$ cat src/rtl/cpc_bankreg_wr.sv
// rtl/cpc_bankreg_wr.sv - synchronised, glitch-qualified write path for the CPC 0x7Fxx bank register
// Optional ADR_FULLDECODE_EN: decode the full adr[15:8]==0x7F instead of the CPC partial decode (adr[15]==0).
module cpc_bankreg_wr #(
  parameter int QUAL_CYCLES = 2
) (
  input  logic       clk,
  input  logic       reset,
  input  logic       busreset_b,
  input  logic       iorq_b,
  input  logic       wr_b,
  input  logic [7:0] adr,
  input  logic [7:0] data,
  output logic [5:0] bank_q,
  output logic       bank_we,
  output logic       wr_busy
);

  typedef enum logic [1:0] {IDLE, QUAL, STROBE, HOLD} state_e;

  localparam int              SW        = 19;
  localparam logic [SW-1:0]   SYNC_RST  = {3'b111, 16'h0000};
  localparam logic [3:0]      QUAL_LAST = 4'(QUAL_CYCLES);

  logic [SW-1:0] sync_s1_q, sync_s1_d;
  logic [SW-1:0] sync_s2_q, sync_s2_d;
  state_e        state_q, state_d;
  logic [3:0]    cnt_q, cnt_d;
  logic [5:0]    bank_d;
  logic          bank_we_q, bank_we_d;

  logic       busreset_b_s2, iorq_b_s2, wr_b_s2;
  logic [7:0] adr_s2, data_s2;
  logic       port_hit, match, enter_strobe;

  assign busreset_b_s2 = sync_s2_q[18];
  assign iorq_b_s2     = sync_s2_q[17];
  assign wr_b_s2       = sync_s2_q[16];
  assign adr_s2        = sync_s2_q[15:8];
  assign data_s2       = sync_s2_q[7:0];

`ifdef ADR_FULLDECODE_EN
  assign port_hit = (adr_s2 == 8'h7F);
`else
  // The CPC only decodes A15 for the gate array port; the low address bits are don't-care.
  logic unused_adr;
  assign unused_adr = ^adr_s2[6:0];
  assign port_hit   = ~adr_s2[7];
`endif

  assign match = ~iorq_b_s2 & ~wr_b_s2 & port_hit & data_s2[7] & data_s2[6];

  always_comb begin
    sync_s1_d    = {busreset_b, iorq_b, wr_b, adr, data};
    sync_s2_d    = sync_s1_q;
    state_d      = state_q;
    cnt_d        = cnt_q;
    bank_d       = bank_q;
    bank_we_d    = 1'b0;
    enter_strobe = 1'b0;

    case (state_q)
      IDLE: begin
        if (match) begin
          if (QUAL_CYCLES == 1) begin
            enter_strobe = 1'b1;
          end else begin
            state_d = QUAL;
            cnt_d   = 4'd1;
          end
        end
      end
      QUAL: begin
        if (!match) begin
          state_d = IDLE;
          cnt_d   = 4'd0;
        end else if (cnt_q + 4'd1 == QUAL_LAST) begin
          enter_strobe = 1'b1;
        end else begin
          cnt_d = cnt_q + 4'd1;
        end
      end
      STROBE: state_d = HOLD;
      HOLD: begin
        if (iorq_b_s2 | wr_b_s2) begin
          state_d = IDLE;
        end
      end
      default: state_d = IDLE;
    endcase

    // Capture happens on the edge that enters STROBE, so bank_q and bank_we change together.
    if (enter_strobe) begin
      state_d   = STROBE;
      cnt_d     = 4'd0;
      bank_d    = data_s2[5:0];
      bank_we_d = 1'b1;
    end

    if (!busreset_b_s2) begin
      state_d   = IDLE;
      cnt_d     = 4'd0;
      bank_d    = 6'd0;
      bank_we_d = 1'b0;
    end
  end

  always_ff @(posedge clk) begin
    if (reset) begin
      sync_s1_q <= SYNC_RST;
      sync_s2_q <= SYNC_RST;
      state_q   <= IDLE;
      cnt_q     <= 4'd0;
      bank_q    <= 6'd0;
      bank_we_q <= 1'b0;
    end else begin
      sync_s1_q <= sync_s1_d;
      sync_s2_q <= sync_s2_d;
      state_q   <= state_d;
      cnt_q     <= cnt_d;
      bank_q    <= bank_d;
      bank_we_q <= bank_we_d;
    end
  end

  assign bank_we = bank_we_q;
  assign wr_busy = (state_q != IDLE);

endmodule

$ cat config.mk
export PLATFORM = sky130hd
export DESIGN_NAME = cpc_bankreg_wr
export DESIGN_NICKNAME = d
export VERILOG_FILES = /design/src/rtl/cpc_bankreg_wr.sv
export SDC_FILE = /design/constraint.sdc
export NUM_CORES = 1
export LEC_CHECK = 0
export ABC_AREA = 1
export CAP_MARGIN = 20
export CORE_ASPECT_RATIO = 0.6
export CORE_UTILIZATION = 38
export DETAILED_ROUTE_END_ITERATION = 16
export PLACE_DENSITY = 0.72
export REMOVE_ABC_BUFFERS = 1
export SYNTH_ARGS = -nofsm -noshare
export SYNTH_HDL_FRONTEND = slang
export SYNTH_SLANG_ARGS = --single-unit
$ cat constraint.sdc
create_clock -name clk -period 1.5 [get_ports clk]
set_clock_uncertainty 0.2 [all_clocks]
set_input_delay 0.3 -clock clk [delete_from_list [all_inputs] [get_ports clk]]
set_output_delay 0.3 -clock clk [all_outputs]
set_load 0.005 [all_outputs]
; Word level (Yosys, flattened, before mapping)
; Cells that the tools add are included.
; W data, S select, Z words.
[op_classes]
n_addsub = 1
n_eq_ne = 11
n_mux = 13
bitwise_logic = 9
reduce_logical = 8
[ops]
columns = operator, count
row1 = $mux W4, 3
row2 = $ne A3 B3 Y1 const B, 4
row3 = $reduce_and A3 Y1, 3
row4 = $mux W2, 4
row5 = $pmux W2 S4, 1
row6 = $pmux W4 S2, 1
row7 = $ne A2 B2 Y1 const B, 3
row8 = $add A4 B1 Y4 const B, 1
row9 = $and A1 B1 Y1, 4
row10 = $eq A2 B2 Y1 const B, 2
row11 = $eq A4 B2 Y1 const B, 1
row12 = $mux W1, 4
row13 = $not A1 Y1, 4
row14 = $reduce_bool A2 Y1, 2
row15 = $reduce_or A3 Y1, 1
row16 = $eq A2 B1 Y1 const B, 1
row17 = $logic_not A2 Y1, 1
row18 = $reduce_or A2 Y1, 1
row19 = $or A1 B1 Y1, 1
[totals]
regBits = 51
in_bits = 21
out_inout_bits = 8
word_cells = 49

; Logic depth before layout (Yosys ltp)
[logic_depth]
word_depth = 9
depth_mapped = 10
mapped_depth_nobuf = 10

; Worst setup path after synthesis
; No wires, ideal clock.
[synth_path]
kind = flip-flop to flip-flop
startpoint = register cnt_q[0]
endpoint = register cnt_q[0]
setup_ps = 115
arrival_time_ps = 1198
required_ps = 1185
slack_ps = -13
stages_incl_launch_ff = 11
path_buffers = 0
period_less_slack_ps = 1513
path_cell_list = dfxtp_1 ha_1 inv_1 nand2_1 nand3_2 nor2_4 nand3_1 nand2_2 inv_2 nand2_1 nor2_1
[synth_between]
elab_chain_len = 6
word_cells_on_any_way = 11
cone_classes = 1 x add/sub / 2 x eq/ne / 6 x mux / 2 x reduce/logical
[synth_lines]
columns = element, line_no
row1 = from (decl), 27  ; logic [3:0] cnt_q, cnt_d;
row2 = from (signal assigned), 119  ; cnt_q <= cnt_d;
row3 = $add A4 B1 Y4 *, "76, 79"
row4 = $eq A4 B2 Y1, 76  ; end else if (cnt_q + 4'd1 == QUAL_LAST) begin
row5 = $mux W1, 76
row6 = $mux W1, 73  ; if (!match) begin
row7 = $mux W1, 61  ; case (state_q)
row8 = $reduce_or A3 Y1 (no source line), --
; Every way passes the cells marked *; elsewhere a longest branch is shown, timed or not. The select of a mux whose other input is x is not followed.
; A chain may end at the register's enable or synchronous reset.

; Worst setup path in the final report
; Ends and elaborated chain as after synthesis.

==> results.txt <==
Status - finished, violations left
Failing checks - setup timing
Unrepaired setup endpoints after global routing - true
GP Congestion - 0.780
Die area - 3760 sq um
Nature of the critical path endpoint - register
F_max - 611 MHz
R2r startpoint - cnt_q[0]$_SDFFE_PP0P_
HP Class - register to register
Reg clk slew, reported paths - 80 ps
Layout Utilization - 60.0%
Core Box Area - 3300 sq um
Critical path's largest stage delay - 360 ps
Seq/Total Area, Yosys - 55.6%
Switching Power - 391 uW
CTS tree - yes
Cell repeated most along the worst path - buf_6
Setup-failing EPs final - 13
Most common cell after layout, fill and taps aside - dfxtp_1
Area Overhead vs Synth - 48.6%
DR WL/cell - 10.6 microns
Vias per std cell - 4.15
CTS Hold Bufs - 0
Pwr Total - 1780 uW
Syn Area/Cell - 8.28 sq um
Lkg Pwr - 0.000929 uW
Power per standard cell area - 899 nW/um^2
Max Slew Vio Count - 0
Hold path startpoint - sync_s1_q[7]$_SDFF_PP0_
Hold Path Cell Cnt - 2
ANT nets after route - 0
Crit start category - register
MaxCap Viol Count - 0
Critical path arrival - 1620 ps
Worst slew margin - 68.4%
Cells along the critical path - buf_6 > buf_6 > nand3_1 > nand2_1 > nand2_2 > buf_12 > nand2_4 > nand2_8 > a21oi_2 > nor2_1
First-pass GRT wire length - 3980 microns
Fin crit period - 1640 ps
Cell variety after synth - 22
Seq pwr share - 57.2%
Total clock buffers created by CTS - 5
Grt total ovfl - 0
Initial antenna violation count - 0
Largest net degree at the start of global routing - 18
Final Non-Filler Cells - 252
Total clock sinks - 37
Crit Path Class - register to register
R2R depth - 10
Max H-tree Level - 2
Port Buffers - 21
Actual slew at the worst max-slew pin - 472 ps
Final hold vios - 0
Crit path max fanout - 8
Placed cell count - 233
Mapped Area - 1330 sq um
FF-to-FF End - cnt_q[0]$_SDFFE_PP0P_
Post-Route Setup TNS - -1270 ps
Initial DRC Count - 28
# fillers - 289
Reg2reg setup slack - -140 ps
Commonest non-fill, non-tap cells in the layout - 31 x dfxtp_1, 27 x inv_1, 26 x nand2_1, 24 x nor2_1, 13 x clkdlybuf4s50_1
Rows - 16
Fin crit share - 109%
Die W - 78.5 microns
Synth Instances - 161
Ant. Diodes - 0
Bufs on Longest Clock Path - 2
Clock Latency Late Sink - 290 ps
Vias in the first global route - 925
Internal power - 1390 uW
Yosys reg bits - 37
DR vias - 1,046
Die height - 47.9 microns
Sw frac - 22.0%
Critical path required time - 1490 ps
I/O Pins - 29
Ys Warns - 0
Clock root cell - clkbuf_8
PnR worst setup slack - -135 ps
Clock group share of total power - 37.1%
Number of remaining DRC errors - 0
Post-DP HPWL - 1510 microns
Combinational share of power - 5.7%
Layout Nets - 229
Starting Density - 40.3%
GRT Resource Usage Total - 14.7%
Routed wire length - 2680 microns
Hold path endpoint - sync_s2_q[7]$_SDFF_PP0_
Worst vdd ir - 0.000690 V
Pre-Repair DR Iteration Count - 4
Share of cells above drive strength 1 - 33.8%
Slowest-stage cell, CP - dfxtp_2
WHS - 199 ps
[state kept, by name, summed over array words and instances (netlist names)]
register and cells:
bank_q 6, sync_s1_q 12, bank_we 1, cnt_q 4
state_q 2, sync_s2_q 12
[cells in the mapped netlist]
library cell,instances,area [sq um]
nor2_1,26,97.6
nor2_4,3,33.8
nand3_4,1,17.5
dfxtp_1,37,741
o211ai_1,1,7.51
clkinv_2,1,5.00
nand2_2,4,25.0
clkinv_1,1,3.75
inv_2,1,3.75
nand4_2,1,12.5
o22ai_1,1,6.26
nand4_1,1,6.26
a21oi_1,5,25.0
nand3_2,1,10.0
nand2_4,1,11.3
inv_1,29,109
ha_1,2,25.0
nand3_1,6,30.0
clkbuf_1,2,7.51
o21ai_0,1,5.00
or2_2,6,37.5
nand2_1,30,113
[cell families after synthesis]
group / synth area share, %
adder cells (fa/ha/maj): 1.88
AND/OR/NAND/NOR: 29.6
AO/OA/AOI/OAI: 3.29
buffers and inverters: 9.67
flip-flops: 55.6
[critical path: cells and delay by family (launching register included)]
kind / cells / cell delay, ps
buf+inv: 3 / 370
simple gates: 6 / 440
flops: 1 / 360
compound gates: 1 / 150
[area by class of cell]
type	count	area (sq um)	area share [%]
flip-flops and latches	37	751	37.9
multi-input cells	90	586	29.6
repair buffers	39	370	18.7
inverters	32	128	6.44
clock buffers	6	72.6	3.66
well taps	45	56.3	2.84
clock inverters	2	10.0	0.505
repair inverters	1	7.51	0.379
[routing by layer]
| layer | GRT usage (%) | routed length [microns] | up-vias |
|---|---|---|---|
| li1 | - | - | 566 |
| met1 | 17.7 | 1290 | 454 |
| met2 | 25.4 | 1240 | 22 |
| met3 | 4.57 | 113 | 4 |
| met4 | 6.67 | 28 | 0 |
| met5 | 0 | 0 | - |
[what timing repair did]
| item | 4_1_cts | 5_1_grt |
|---|---|---|
| endpoints found under the setup margin | 19 | 14 |
| buffers inserted | 7 | 4 |
| pin swaps | 9 | 14 |
| cloned | 1 | 0 |
| gates resized for setup | 29 | 25 |
| endpoints found under the hold margin | 0 | 0 |
[worst max-delay path by stage]
stage / start / end / slack, ps / cells past startpoint
floorplan: cnt_q[0]$_SDFFE_PP0P_ / cnt_q[0]$_SDFFE_PP0P_ / -10 / 10
global placement: reset / bank_q[2]$_SDFFE_PP0P_ / -140 / 8
detailed placement: reset / bank_q[2]$_SDFFE_PP0P_ / -150 / 8
CTS: cnt_q[1]$_SDFFE_PP0P_ / bank_q[1]$_SDFFE_PP0P_ / -120 / 10
global route: cnt_q[0]$_SDFFE_PP0P_ / cnt_q[2]$_SDFFE_PP0P_ / -210 / 11
finish: cnt_q[0]$_SDFFE_PP0P_ / cnt_q[0]$_SDFFE_PP0P_ / -140 / 10
[power groups by stage]
stage               Clock, uW  Sequential [uW]  Combinational (uW)
floorplan                   0             1040                32.6
global placement            0             1040                87.1
detailed placement          0             1040                88.1
CTS                       676             1020                96.7
global route              720             1020                 113
finish                    661             1020                 102
[per-stage QoR]
step,area [sq um],setup WS (ps)
after global routing,1980,-215
after detailed placement,1650,-146
after global placement,1650,-144
after floorplan,1330,-13.0
after CTS,1850,-117
final,1980,-135
(Power assumes the default switching activity.)
